### src/rtl/branch_resolve_queue.sv
// branch_resolve_queue: in-order queue of branch predictions, resolved oldest-first,
// producing predictor training updates, mispredict flushes and hit/miss statistics.
module branch_resolve_queue #(
  parameter int DEPTH = 4,
  parameter int PC_W  = 8,
  parameter int CNT_W = 16
) (
  input  logic                       clk,
  input  logic                       rst_n,
  input  logic                       pred_valid,
  input  logic                       pred_taken,
  input  logic [PC_W-1:0]            pred_pc,
  output logic                       pred_ready,
  input  logic                       res_valid,
  input  logic                       res_taken,
  output logic                       upd_valid,
  output logic [PC_W-1:0]            upd_pc,
  output logic                       upd_taken,
  output logic                       mispredict,
  output logic [$clog2(DEPTH):0]     occupancy,
  output logic [CNT_W-1:0]           cnt_total,
  output logic [CNT_W-1:0]           cnt_miss,
  output logic                       err_underflow
);
  localparam int AW = $clog2(DEPTH);
  localparam int OW = AW + 1;

  typedef enum logic {RUN, FLUSH} state_t;

  state_t            state_q, state_d;
  logic [PC_W-1:0]   mem_pc [DEPTH];
  logic              mem_taken [DEPTH];
  logic [AW-1:0]     wr_q, wr_d, rd_q, rd_d;
  logic [OW-1:0]     occ_q, occ_d;
  logic              upd_valid_q, upd_valid_d, upd_taken_q, upd_taken_d;
  logic              mispred_q, mispred_d, err_q, err_d;
  logic [PC_W-1:0]   upd_pc_q, upd_pc_d;
  logic [CNT_W-1:0]  total_q, total_d, miss_q, miss_d;
  logic              push, pop, miss, underflow;

  assign pred_ready = (state_q == RUN) && (occ_q != OW'(DEPTH));
  assign push       = pred_valid && pred_ready;
  assign pop        = (state_q == RUN) && res_valid && (occ_q != '0);
  assign miss       = pop && (res_taken != mem_taken[rd_q]);
  assign underflow  = (state_q == RUN) && res_valid && (occ_q == '0);

  // A mispredict discards the whole queue, including a push accepted in the same cycle.
  always_comb begin
    state_d     = miss ? FLUSH : RUN;
    wr_d        = miss ? '0 : (push ? wr_q + AW'(1) : wr_q);
    rd_d        = miss ? '0 : (pop ? rd_q + AW'(1) : rd_q);
    occ_d       = miss ? '0 : occ_q + OW'(push) - OW'(pop);
    upd_valid_d = pop;
    mispred_d   = miss;
    upd_pc_d    = pop ? mem_pc[rd_q] : upd_pc_q;
    upd_taken_d = pop ? res_taken : upd_taken_q;
    total_d     = (pop && !(&total_q)) ? total_q + CNT_W'(1) : total_q;
    miss_d      = (miss && !(&miss_q)) ? miss_q + CNT_W'(1) : miss_q;
    err_d       = err_q || underflow;
  end

  always_ff @(posedge clk or negedge rst_n) begin
    if (!rst_n) begin
      state_q     <= RUN;
      wr_q        <= '0;
      rd_q        <= '0;
      occ_q       <= '0;
      upd_valid_q <= 1'b0;
      mispred_q   <= 1'b0;
      upd_pc_q    <= '0;
      upd_taken_q <= 1'b0;
      total_q     <= '0;
      miss_q      <= '0;
      err_q       <= 1'b0;
    end else begin
      state_q     <= state_d;
      wr_q        <= wr_d;
      rd_q        <= rd_d;
      occ_q       <= occ_d;
      upd_valid_q <= upd_valid_d;
      mispred_q   <= mispred_d;
      upd_pc_q    <= upd_pc_d;
      upd_taken_q <= upd_taken_d;
      total_q     <= total_d;
      miss_q      <= miss_d;
      err_q       <= err_d;
    end
  end

  always_ff @(posedge clk) begin
    if (push) begin
      mem_pc[wr_q]    <= pred_pc;
      mem_taken[wr_q] <= pred_taken;
    end
  end

  assign upd_valid     = upd_valid_q;
  assign upd_pc        = upd_pc_q;
  assign upd_taken     = upd_taken_q;
  assign mispredict    = mispred_q;
  assign occupancy     = occ_q;
  assign cnt_total     = total_q;
  assign cnt_miss      = miss_q;
  assign err_underflow = err_q;
endmodule
### config.mk
export PLATFORM = sky130hd
export DESIGN_NAME = branch_resolve_queue
export DESIGN_NICKNAME = d
export VERILOG_FILES = /design/src/rtl/branch_resolve_queue.sv
export SDC_FILE = /design/constraint.sdc
export NUM_CORES = 1
export LEC_CHECK = 0
export ABC_CLOCK_PERIOD_IN_PS = 6600
export BUFFER_PORTS_ARGS = -buffer_cell sky130_fd_sc_hd__buf_2
export CAP_MARGIN = 15
export CORE_MARGIN = 2
export CORE_UTILIZATION = 40
export DETAILED_ROUTE_END_ITERATION = 16
export GPL_ROUTABILITY_DRIVEN = 1
export SLEW_MARGIN = 20
export SYNTH_ARGS = -nofsm -noshare
export SYNTH_HDL_FRONTEND = slang
export SYNTH_SLANG_ARGS = --single-unit
### constraint.sdc
create_clock -name clk -period 6.6 [get_ports clk]
set_input_delay 0.66 -clock clk [delete_from_list [all_inputs] [get_ports clk]]
set_output_delay 0.66 -clock clk [all_outputs]
set_load 0.1 [all_outputs]
==> metrics.md, run 1 <==
| Metric | Value |
|---|---|
| Synthesized cell area | 0.00367 mm^2 |
| Setup bufs post-CTS | 0 |
| Startpoint Class | flop |
| RSZ-0062 raised after global routing | false |
| Synth area leaders | dfrtp_1 (35%), edfxtp_1 (29%), mux4_2 (5.5%) |
| Via-per-instance ratio | 5.02 |
| Congestion Overflow GR | 0 |
| Pins Over Slew Limit | 0 |
| Final nets | 362 |
| Post-synth cell types | 34 |
| Syn Inst Count | 271 |
| First-pass GRT wire length | roughly 11,000 um |
| Setup TNS | 0 ps |
| Core Area | 0.00881 mm^2 |
| Drt first pass iters | 4 |
| Layout cells sized above 1 | about 27% |
| Worst EP arrival | 3530 ps |
| Cts hold-fix bufs | 0 |
| Syn-to-layout area delta | 17.0% |
| Die width | 99.8 um |
| Clock Path Buffers | 2 |
| HPWL Detailed | approximately 4700 um |
| Number of H-tree levels | 3 |
| Tcrit/Tclk final | between 40% and 50% |
| TritonCTS clock tree | done |
| Site row count | 34 |
| Clk_skew | approximately 8.4 ps |
| RePlAce Congestion | about 0.74 |
| Syn Area/Cell | approximately 14 um^2 |
| DIE AREA | roughly 0.010 mm^2 |
| Max-Slew Margin vs Limit | 53.5% |
| Die height | between 90 and 100 um |
| Total Routed Length | approximately 6800 um |
| ANT nets after route | 0 |
| Filler cells | 820 |
| Yosys top cell by area | dfrtp_1 |
| WS Path Type | reg -> reg |
| Later-pin clock latency in the skew report | 360 ps |
| Most frequent cell after synthesis | dfrtp_1 |
| Final min period | approximately 3300 ps |
| EDFF count, synth | 36 |
| Max-Cap Viols | 0 |
| DR WL/cell | about 15 um |
| Vias in the first global route | about 2,200 |
| Worst-Margin Slew | just under 700 ps |
| Reg2reg path depth | 11 |
| Total Routing Usage GR | between 10% and 20% |
| Vias | roughly 2,300 |
| Status | finished clean |
| Largest net degree at the start of global routing | 52 |
| YS warnings | 0 |
| Req. time, crit path | approximately 7000 ps |
| Ys flop type | dfrtp_1 |
| IO Count | a little over 60 |
| Final Setup Violations | 0 |
| Initial antenna violation count | 0 |
| Final hold viol count | 0 |
| Worst-path fanout max | 18 |
| Max frequency | between 300 and 400 MHz |
| Clock sink total | between 80 and 90 |
| Drt drc | 0 |
| Port bufs | 61 |
| Worst-path clk slew | around 90 ps |
| Synth Register Bits | between 80 and 90 |
| Mapped Nets | roughly 300 |
| Worst Hold Class | in -> async |
| Iter 0 DRT Violations | 88 |
| Initial Utilization | around two fifths |
| Synth top area share | a little over a third |
| Post-synth top cells | dfrtp_1 (51), nand2_1 (42), edfxtp_1 (36), xnor2_1 (20), nor2_1 (15) |
| Crit end category | flop |
| Fraction of registers with async set/reset | 58.6% |
| Num CTS Buffers | 9 |
| Antenna cell count | 0 |
| Post-CTS sizing | 0 |
| Root Buffer Master | clkbuf_8 |
| Post-synthesis sequential area ratio | 64.2% |
| Worst slack, placed | 3230 ps |
| Final setup margin | 3310 ps |
==> worst max-delay path, stage by stage, from the launching register on <==
cell and delay [ps]:
dfrtp_1 450, or3_1 410, nand2_1 530, inv_1 420, ha_1 390, inv_1 50
ha_1 130, inv_1 50, fa_1 370, xor2_1 170, xnor2_1 140, nor2_1 60
==> cell families (layout without fill, tap and decap cells) <==
kind of cell    count (synthesis)  in the layout  synth area share (%)
xor+xnor                       32             32                  7.84
flops                          87             87                  64.2
simple gates                  105            105                  14.4
compound gates                 10             10                  1.74
buf+inv                        14             87                  1.64
fa+ha+maj                       9              9                  3.27
mux                            14             14                  6.95
==> worst paths after layout <==
path / startpoint / end / slack, ps
max in group asynchronous: rst_n / cnt_total[9]$_DFFE_PN0P_ / 5760
hold / removal: rst_n / cnt_miss[3]$_DFFE_PN0P_ / 400
setup reg to reg: occupancy[1]$_DFF_PN0_ / occupancy[2]$_DFF_PN0_ / 3310
setup / recovery: occupancy[1]$_DFF_PN0_ / occupancy[2]$_DFF_PN0_ / 3310
hold reg to reg: err_underflow$_DFF_PN0_ / err_underflow$_DFF_PN0_ / 460
min in group clk: err_underflow$_DFF_PN0_ / err_underflow$_DFF_PN0_ / 460
==> placed cells by master, fill, tap and decap left out <==
| master | n |
|---|---|
| nand4_1 | 12 |
| fa_1 | 1 |
| dfrtp_1 | 51 |
| buf_4 | 1 |
| o21a_1 | 1 |
| nand3_1 | 10 |
| mux2_2 | 2 |
| bufinv_16 | 1 |
| xor2_1 | 11 |
| clkbuf_8 | 9 |
| nor2_1 | 15 |
| inv_1 | 9 |
| mux4_2 | 9 |
| a21o_1 | 1 |
| o21ai_0 | 3 |
| and4_1 | 5 |
| xnor2_2 | 1 |
| clkinv_4 | 1 |
| inv_8 | 1 |
| nor3_1 | 4 |
| and3_1 | 6 |
| a21oi_1 | 3 |
| and2_1 | 2 |
| nor4_1 | 3 |
| xnor2_1 | 20 |
| or3_1 | 1 |
| ha_1 | 8 |
| nor4_2 | 1 |
| nor2_2 | 1 |
| nor3b_4 | 1 |
| a311o_1 | 1 |
| inv_6 | 2 |
| clkinvlp_4 | 1 |
| clkinvlp_2 | 1 |
| a311oi_1 | 1 |
| buf_2 | 61 |
| mux2i_1 | 3 |
| nand2_1 | 42 |
| edfxtp_1 | 36 |
| nor2b_1 | 2 |
==> flip-flops by register name, summed over array words and instances (netlist names) <==
name           flops
cnt_total         16
upd_taken          1
wr_q               2
mem_pc            32
upd_valid          1
cnt_miss          16
mem_taken          4
upd_pc             8
rd_q               2
err_underflow      1
occupancy          3
mispredict         1
==> through the flow <==
step | instance area [um^2] | hold WS (ps) | util [%] | std cells
floorplan | 3670 | 364 | - | 271
global placement | 4090 | 445 | 46.5 | 436
detailed placement | 4090 | 445 | 46.5 | 436
CTS | 4300 | 408 | 48.8 | 452
global route | 4300 | 458 | 48.8 | 452
finish | 4300 | 401 | 48.8 | 452
==> layer usage <==
metal  vias to the layer above  GRT usage [%]  routed length (um)  part of all wire, %
met2                        61           23.4                3250                   47
met4                         0           4.11                  82                  1.2
met5                         -              0                   0                    0
li1                       1100              -                   -                    -
met1                      1098           19.5                3100                   45
met3                         9           4.81                 407                  5.9
==> area by class of cell <==
cell class	instances	area, um^2	share of cell area [%]
multi-input combinational	170	1250	29.2
tap	108	135	3.14
clock inverter	7	80.1	1.86
sequential	87	2360	54.8
inverter	9	33.8	0.786
timing repair buffer	62	313	7.28
clock buffer	9	124	2.88
Power of run 1 is not shown: default switching activity piles up to over one toggle a cycle in this logic, so the estimate is an artifact.
==> run 2: changes to the inputs <==
Settings changed: ABC_CLOCK_PERIOD_IN_PS 6600 to 3000.
Clock period 6.6 ns to 3 ns, I/O delays scaled along.
==> run 2 against run 1 <==
  * Worst hold slack got worse by 260 ps
  * Highest routed layer unchanged
  * Via count rose by 0.49%
  * First-iteration DRC count fell by 16%
  * Critical endpoint unchanged
==> metrics.md, run 2 (synthesis results as in run 1) <==
| Metric | Value |
|---|---|
| Vias in the first global route | 2,234 (was 2,239) |
| Largest net degree at the start of global routing | 28 (was 52) |
| Clk_skew | 13.8 ps (was 8.43 ps) |
| Reg2Reg Setup Slack | 570 ps (was 3310 ps) |
| Status | finished clean (unchanged) |
| Setup TNS | 0 ps (unchanged) |
| Worst-Margin Slew | 665 ps (was 696 ps) |
| Clock Path Buffers | 2 (unchanged) |
| Root Buffer Master | clkbuf_8 (unchanged) |
| Worst EP arrival | 2660 ps (was 3530 ps) |
| Congestion Overflow GR | 0 (unchanged) |
| Num CTS Buffers | 9 (unchanged) |
| RSZ-0062 raised after global routing | false (unchanged) |
| Req. time, crit path | 3240 ps (was 6840 ps) |
| Total Routed Length | 6960 um (was 6850 um) |
| Max reg flops | 32 (unchanged) |
| Cts hold-fix bufs | 1 (was 0) |
| DR WL/cell | 15.2 um (was 15.1 um) |
| IO Count | 62 (unchanged) |
| Setup bufs post-CTS | 0 (unchanged) |
| Drt first pass iters | 4 (unchanged) |
| Final nets | 367 (was 362) |
| Reg2reg path depth | 11 (unchanged) |
| Post-CTS sizing | 0 (unchanged) |
| TritonCTS clock tree | done (unchanged) |
| Iter 0 DRT Violations | 74 (was 88) |
| Worst-path fanout max | 6 (was 18) |
| Min-delay src | pred_pc[1] |
| Max-Cap Viols | 0 (unchanged) |
| Initial antenna violation count | 0 (unchanged) |
| Startpoint Class | flop (unchanged) |
| DIE AREA | 0.00996 mm^2 (unchanged) |
| Worst Hold Class | in -> reg (was in -> async) |
| Drt drc | 0 (unchanged) |
| Pins Over Slew Limit | 0 (unchanged) |
| Tcrit/Tclk final | 80.8% (was 49.9%) |
| Final hold viol count | 0 (unchanged) |
| Max-Slew Margin vs Limit | 55.7% (was 53.5%) |
| Reg2reg start | occupancy[1]$_DFF_PN0_ (unchanged) |
| Area of the multi-input gates | 0.00127 mm^2 (was 0.00125 mm^2) |
| Via-per-instance ratio | 4.99 (was 5.02) |
| Hold-critical path depth | 1 |
| Die width | 99.8 um (unchanged) |
| Core Area | 0.00881 mm^2 (unchanged) |
| RePlAce Congestion | 0.746 (was 0.741) |
| Number of H-tree levels | 3 (unchanged) |
| Layout cells sized above 1 | 30.1% (was 27.0%) |
| Total Routing Usage GR | 14.8% (was 14.7%) |
| Most common cell after layout, fill and taps aside | buf_2 (unchanged) |
| Design Area, Final | 0.00437 mm^2 (was 0.00430 mm^2) |
| Cell Area, Placed | 0.00415 mm^2 (was 0.00409 mm^2) |
| Antenna cell count | 0 (unchanged) |
| First-pass GRT wire length | 11,400 um (was 11,200 um) |
| Clock sink total | 87 (unchanged) |
| Max frequency | 412 MHz (was 304 MHz) |
| Worst hold endpoint | mem_pc[2][1]$_DFFE_PP_ |
| Highest-count cells in the layout ignoring fill and taps | buf_2 (61), dfrtp_1 (47), nand2_1 (41) (was buf_2 (61), dfrtp_1 (51), nand2_1 (42)) |
| Final min period | 2430 ps (was 3290 ps) |
| Reg-to-reg critical path endpoint | occupancy[2]$_DFF_PN0_ (unchanged) |
| Port bufs | 61 (unchanged) |
| Final Setup Violations | 0 (unchanged) |
| Syn-to-layout area delta | 18.9% (was 17.0%) |
| Top reg by flops | mem_pc (unchanged) |
| Crit end category | flop (unchanged) |
| Later-pin clock latency in the skew report | 360 ps (about the same) |
| HPWL Detailed | 4810 um (was 4740 um) |
| WS Path Type | reg -> reg (unchanged) |
| Site row count | 34 (unchanged) |
| Die height | 99.8 um (unchanged) |
| Initial Utilization | 41.7% (unchanged) |
| Vias | 2,279 (was 2,268) |
| Sequential Area | 0.00237 mm^2 (was 0.00236 mm^2) |
| Worst-path clk slew | 110 ps (was 90 ps) |
| ANT nets after route | 0 (unchanged) |
| Filler cells | 806 (was 820) |
[run 2: cell count changes in the layout (fill, tap and decap cells not counted), moves of 2 or more]
cell / change
dfrtp_1: -4
dfrtp_2: +2
dfrtp_4: +2
clkinv_8: +2
buf_4: +4
[run 2: metal layers]
layer | wire length, um | global-route usage [%] | vias to the layer above | part of all wire, %
li1 | - | - | 1109 | -
met4 | 96 | 5.80 | 0 | 1.4
met5 | 0 | 0 | - | 0
met1 | 3290 | 21.1 | 1115 | 47
met2 | 3260 | 22.2 | 46 | 47
met3 | 312 | 3.55 | 9 | 4.5
[run 2: final cells by class]
cell class,count,share of cell area [%]
Sequential cell,87,54.2
Multi-Input combinational cell,170,29.2
Timing Repair Buffer,67,8.08
Tap cell,108,3.09
Clock buffer,9,2.84
Clock inverter,7,1.86
Inverter,9,0.773
[run 2: worst max-delay path by stage]
stage | from | endpoint | slack (ps) | depth (start not counted)
3_3_place_gp | occupancy[1]$_DFF_PN0_ | occupancy[2]$_DFF_PN0_ | 600 | 11
4_1_cts | occupancy[1]$_DFF_PN0_ | occupancy[2]$_DFF_PN0_ | 550 | 11
5_1_grt | occupancy[1]$_DFF_PN0_ | occupancy[2]$_DFF_PN0_ | 390 | 11
6_report | occupancy[1]$_DFF_PN0_ | occupancy[2]$_DFF_PN0_ | 570 | 11
3_5_place_dp | occupancy[1]$_DFF_PN0_ | occupancy[2]$_DFF_PN0_ | 580 | 11
2_1_floorplan | occupancy[1]$_DFF_PN0_ | occupancy[2]$_DFF_PN0_ | 10 | 12
[run 2: stage by stage]
step                hold slack (ps)  util, %  setup slack, ps  cells
floorplan                      4.41        -             12.8    271
global placement                373     47.2              605    440
detailed placement              381     47.2              576    440
CTS                             129     49.6              550    457
global route                    125     49.6              391    457
finish                          140     49.6              575    457
[run 2: critical path, cell delays in order, from the launching register on]
cell,delay [ps]
dfrtp_4,520
or3_1,420
nand2_2,80
inv_1,50
ha_1,280
inv_1,50
ha_1,130
inv_1,50
fa_1,370
xor2_1,180
xnor2_1,130
nor2_1,50
Power of run 2 is left out for the same reason.
==> run 3: changes to the inputs <==
Settings changed: ABC_CLOCK_PERIOD_IN_PS 3000 to 2400.
Clock period 3 ns to 2.4 ns, I/O delays scaled along.
==> run 3 against run 2 <==
  * Final cell count up 1.5%
  * Sequential cell count unchanged
  * Critical endpoint unchanged
  * Design area up 2.5%
  * Clock skew down 3.6 ps
  * Highest routed layer unchanged
==> metrics.md, run 3 (synthesis results as in run 1) <==
| Metric | Value |
|---|---|
| Status | finished clean (unchanged) |
| WS Path Type | reg -> reg (unchanged) |
| Total Routed Length | 7170 um (was 6960 um) |
| Site row count | 34 (unchanged) |
| Syn-to-layout area delta | 21.9% (was 18.9%) |
| Source of the critical timing path | occupancy[1]$_DFF_PN0_ (unchanged) |
| Largest net degree at the start of global routing | 29 (was 28) |
| Tcrit/Tclk final | 96.1% (was 80.8%) |
| Filler cells | 787 (was 806) |
| Min-delay src | pred_pc[6] (was pred_pc[1]) |
| Die width | 99.8 um (unchanged) |
| Cell Area, Placed | 0.00423 mm^2 (was 0.00415 mm^2) |
| Number of H-tree levels | 3 (unchanged) |
| Total Routing Usage GR | 15.6% (was 14.8%) |
| Congestion Overflow GR | 0 (unchanged) |
| Max reg flops | 32 (unchanged) |
| ANT nets after route | 0 (unchanged) |
| Clock sink total | 87 (unchanged) |
| Layout cells sized above 1 | 33.7% (was 30.1%) |
| Die height | 99.8 um (unchanged) |
| Pins Over Slew Limit | 0 (unchanged) |
| Later-pin clock latency in the skew report | 370 ps (was 360 ps) |
| Worst EP arrival | 2550 ps (was 2660 ps) |
| Startpoint Class | flop (unchanged) |
| Drt first pass iters | 4 (unchanged) |
| Max-Slew Margin vs Limit | 59.9% (was 55.7%) |
| Clock Path Buffers | 2 (unchanged) |
| Antenna cell count | 0 (unchanged) |
| DIE AREA | 0.00996 mm^2 (unchanged) |
| IO Count | 62 (unchanged) |
| Worst Hold Class | in -> reg (unchanged) |
| Initial antenna violation count | 0 (unchanged) |
| Final nets | 374 (was 367) |
| First-pass GRT wire length | 11,800 um (was 11,400 um) |
| Vias in the first global route | 2,288 (was 2,234) |
| Iter 0 DRT Violations | 77 (was 74) |
| Final min period | 2310 ps (was 2430 ps) |
| Final Setup Violations | 0 (unchanged) |
| TritonCTS clock tree | done (unchanged) |
| Num CTS Buffers | 9 (unchanged) |
| Worst-Margin Slew | 602 ps (was 665 ps) |
| RSZ-0062 raised after global routing | false (unchanged) |
| Crit end category | flop (unchanged) |
| Core Area | 0.00881 mm^2 (unchanged) |
| Sequential Area | 0.00237 mm^2 (about the same) |
| Reg2reg start | occupancy[1]$_DFF_PN0_ (unchanged) |
| Most common cell after layout, fill and taps aside | buf_2 (unchanged) |
| Req. time, crit path | 2640 ps (was 3240 ps) |
| Initial Utilization | 41.7% (unchanged) |
| HPWL Detailed | 4890 um (was 4810 um) |
| Highest-count cells in the layout ignoring fill and taps | buf_2 (61), dfrtp_1 (47), nand2_1 (41) (unchanged) |
| Worst-path fanout max | 2 (was 6) |
| Root Buffer Master | clkbuf_8 (unchanged) |
| Final hold viol count | 0 (unchanged) |
| Port bufs | 61 (unchanged) |
| Top reg by flops | mem_pc (unchanged) |
| Via-per-instance ratio | 5.02 (was 4.99) |
| RePlAce Congestion | 0.769 (was 0.746) |
| Worst-path clk slew | 100 ps (was 110 ps) |
| Design Area, Final | 0.00448 mm^2 (was 0.00437 mm^2) |
| Area of the multi-input gates | 0.00132 mm^2 (was 0.00127 mm^2) |
| Clk_skew | 10.2 ps (was 13.8 ps) |
| Max-Cap Viols | 0 (unchanged) |
| Max frequency | 433 MHz (was 412 MHz) |
| Drt drc | 0 (unchanged) |
| DR WL/cell | 15.5 um (was 15.2 um) |
| Vias | 2,331 (was 2,279) |
run 3: area by class of cell:
| class | count | share of cell area [%] |
|---|---|---|
| clock buffers | 9 | 2.77 |
| clock inverters | 7 | 1.68 |
| inverters | 9 | 0.754 |
| multi-input cells | 170 | 29.4 |
| flip-flops and latches | 87 | 52.9 |
| well taps | 108 | 3.02 |
| repair buffers | 74 | 9.42 |
run 3: critical path, cell delays in order (launching register included):
cell	delay [ps]
dfrtp_4	490
or3_4	400
nand2_2	70
inv_1	70
ha_4	240
inv_2	60
ha_4	110
inv_2	30
fa_2	350
xor2_2	160
xnor2_1	150
nor2_1	60
run 3: timing repair:
action / in CTS / in global routing
gates resized for setup: 2 / 1
endpoints found under the hold margin: 23 / 0
endpoints found under the setup margin: 1 / 1
pin swaps: 0 / 5
hold buffers: 1 / 0
buffers inserted: 0 / 3
run 3: through the flow:
| step | hold slack, ps | setup TNS, ps | worst slack, ps | util [%] | instances |
|---|---|---|---|---|---|
| floorplan | -55.6 | -821 | -490 | - | 271 |
| global placement | 275 | 0 | 113 | 48.0 | 444 |
| detailed placement | 286 | 0 | 41.6 | 48.0 | 444 |
| CTS | 62.4 | 0 | 19.8 | 50.6 | 461 |
| global route | 54.2 | 0 | 6.13 | 50.9 | 464 |
| finish | 79.7 | 0 | 92.5 | 50.9 | 464 |
run 3: final timing paths:
kind,to,slack [ps],cells past startpoint
min,mem_pc[0][6]$_DFFE_PP_,80,1
max,occupancy[2]$_DFF_PN0_,90,11
max in group asynchronous,occupancy[0]$_DFF_PN0_,1410,3
max reg2reg,occupancy[2]$_DFF_PN0_,90,11
min reg2reg,err_underflow$_DFF_PN0_,460,1
min in group asynchronous,cnt_miss[3]$_DFFE_PN0P_,400,2
run 3: metal layers:
| metal | part of all wire (%) | up-vias | global-route usage [%] |
|---|---|---|---|
| met1 | 48 | 1144 | 21.8 |
| met5 | 0 | - | 0 |
| met4 | 1.6 | 0 | 6.32 |
| met3 | 3.8 | 10 | 4.11 |
| li1 | - | 1128 | - |
| met2 | 47 | 49 | 23.6 |
Power of run 3 is left out for the same reason.
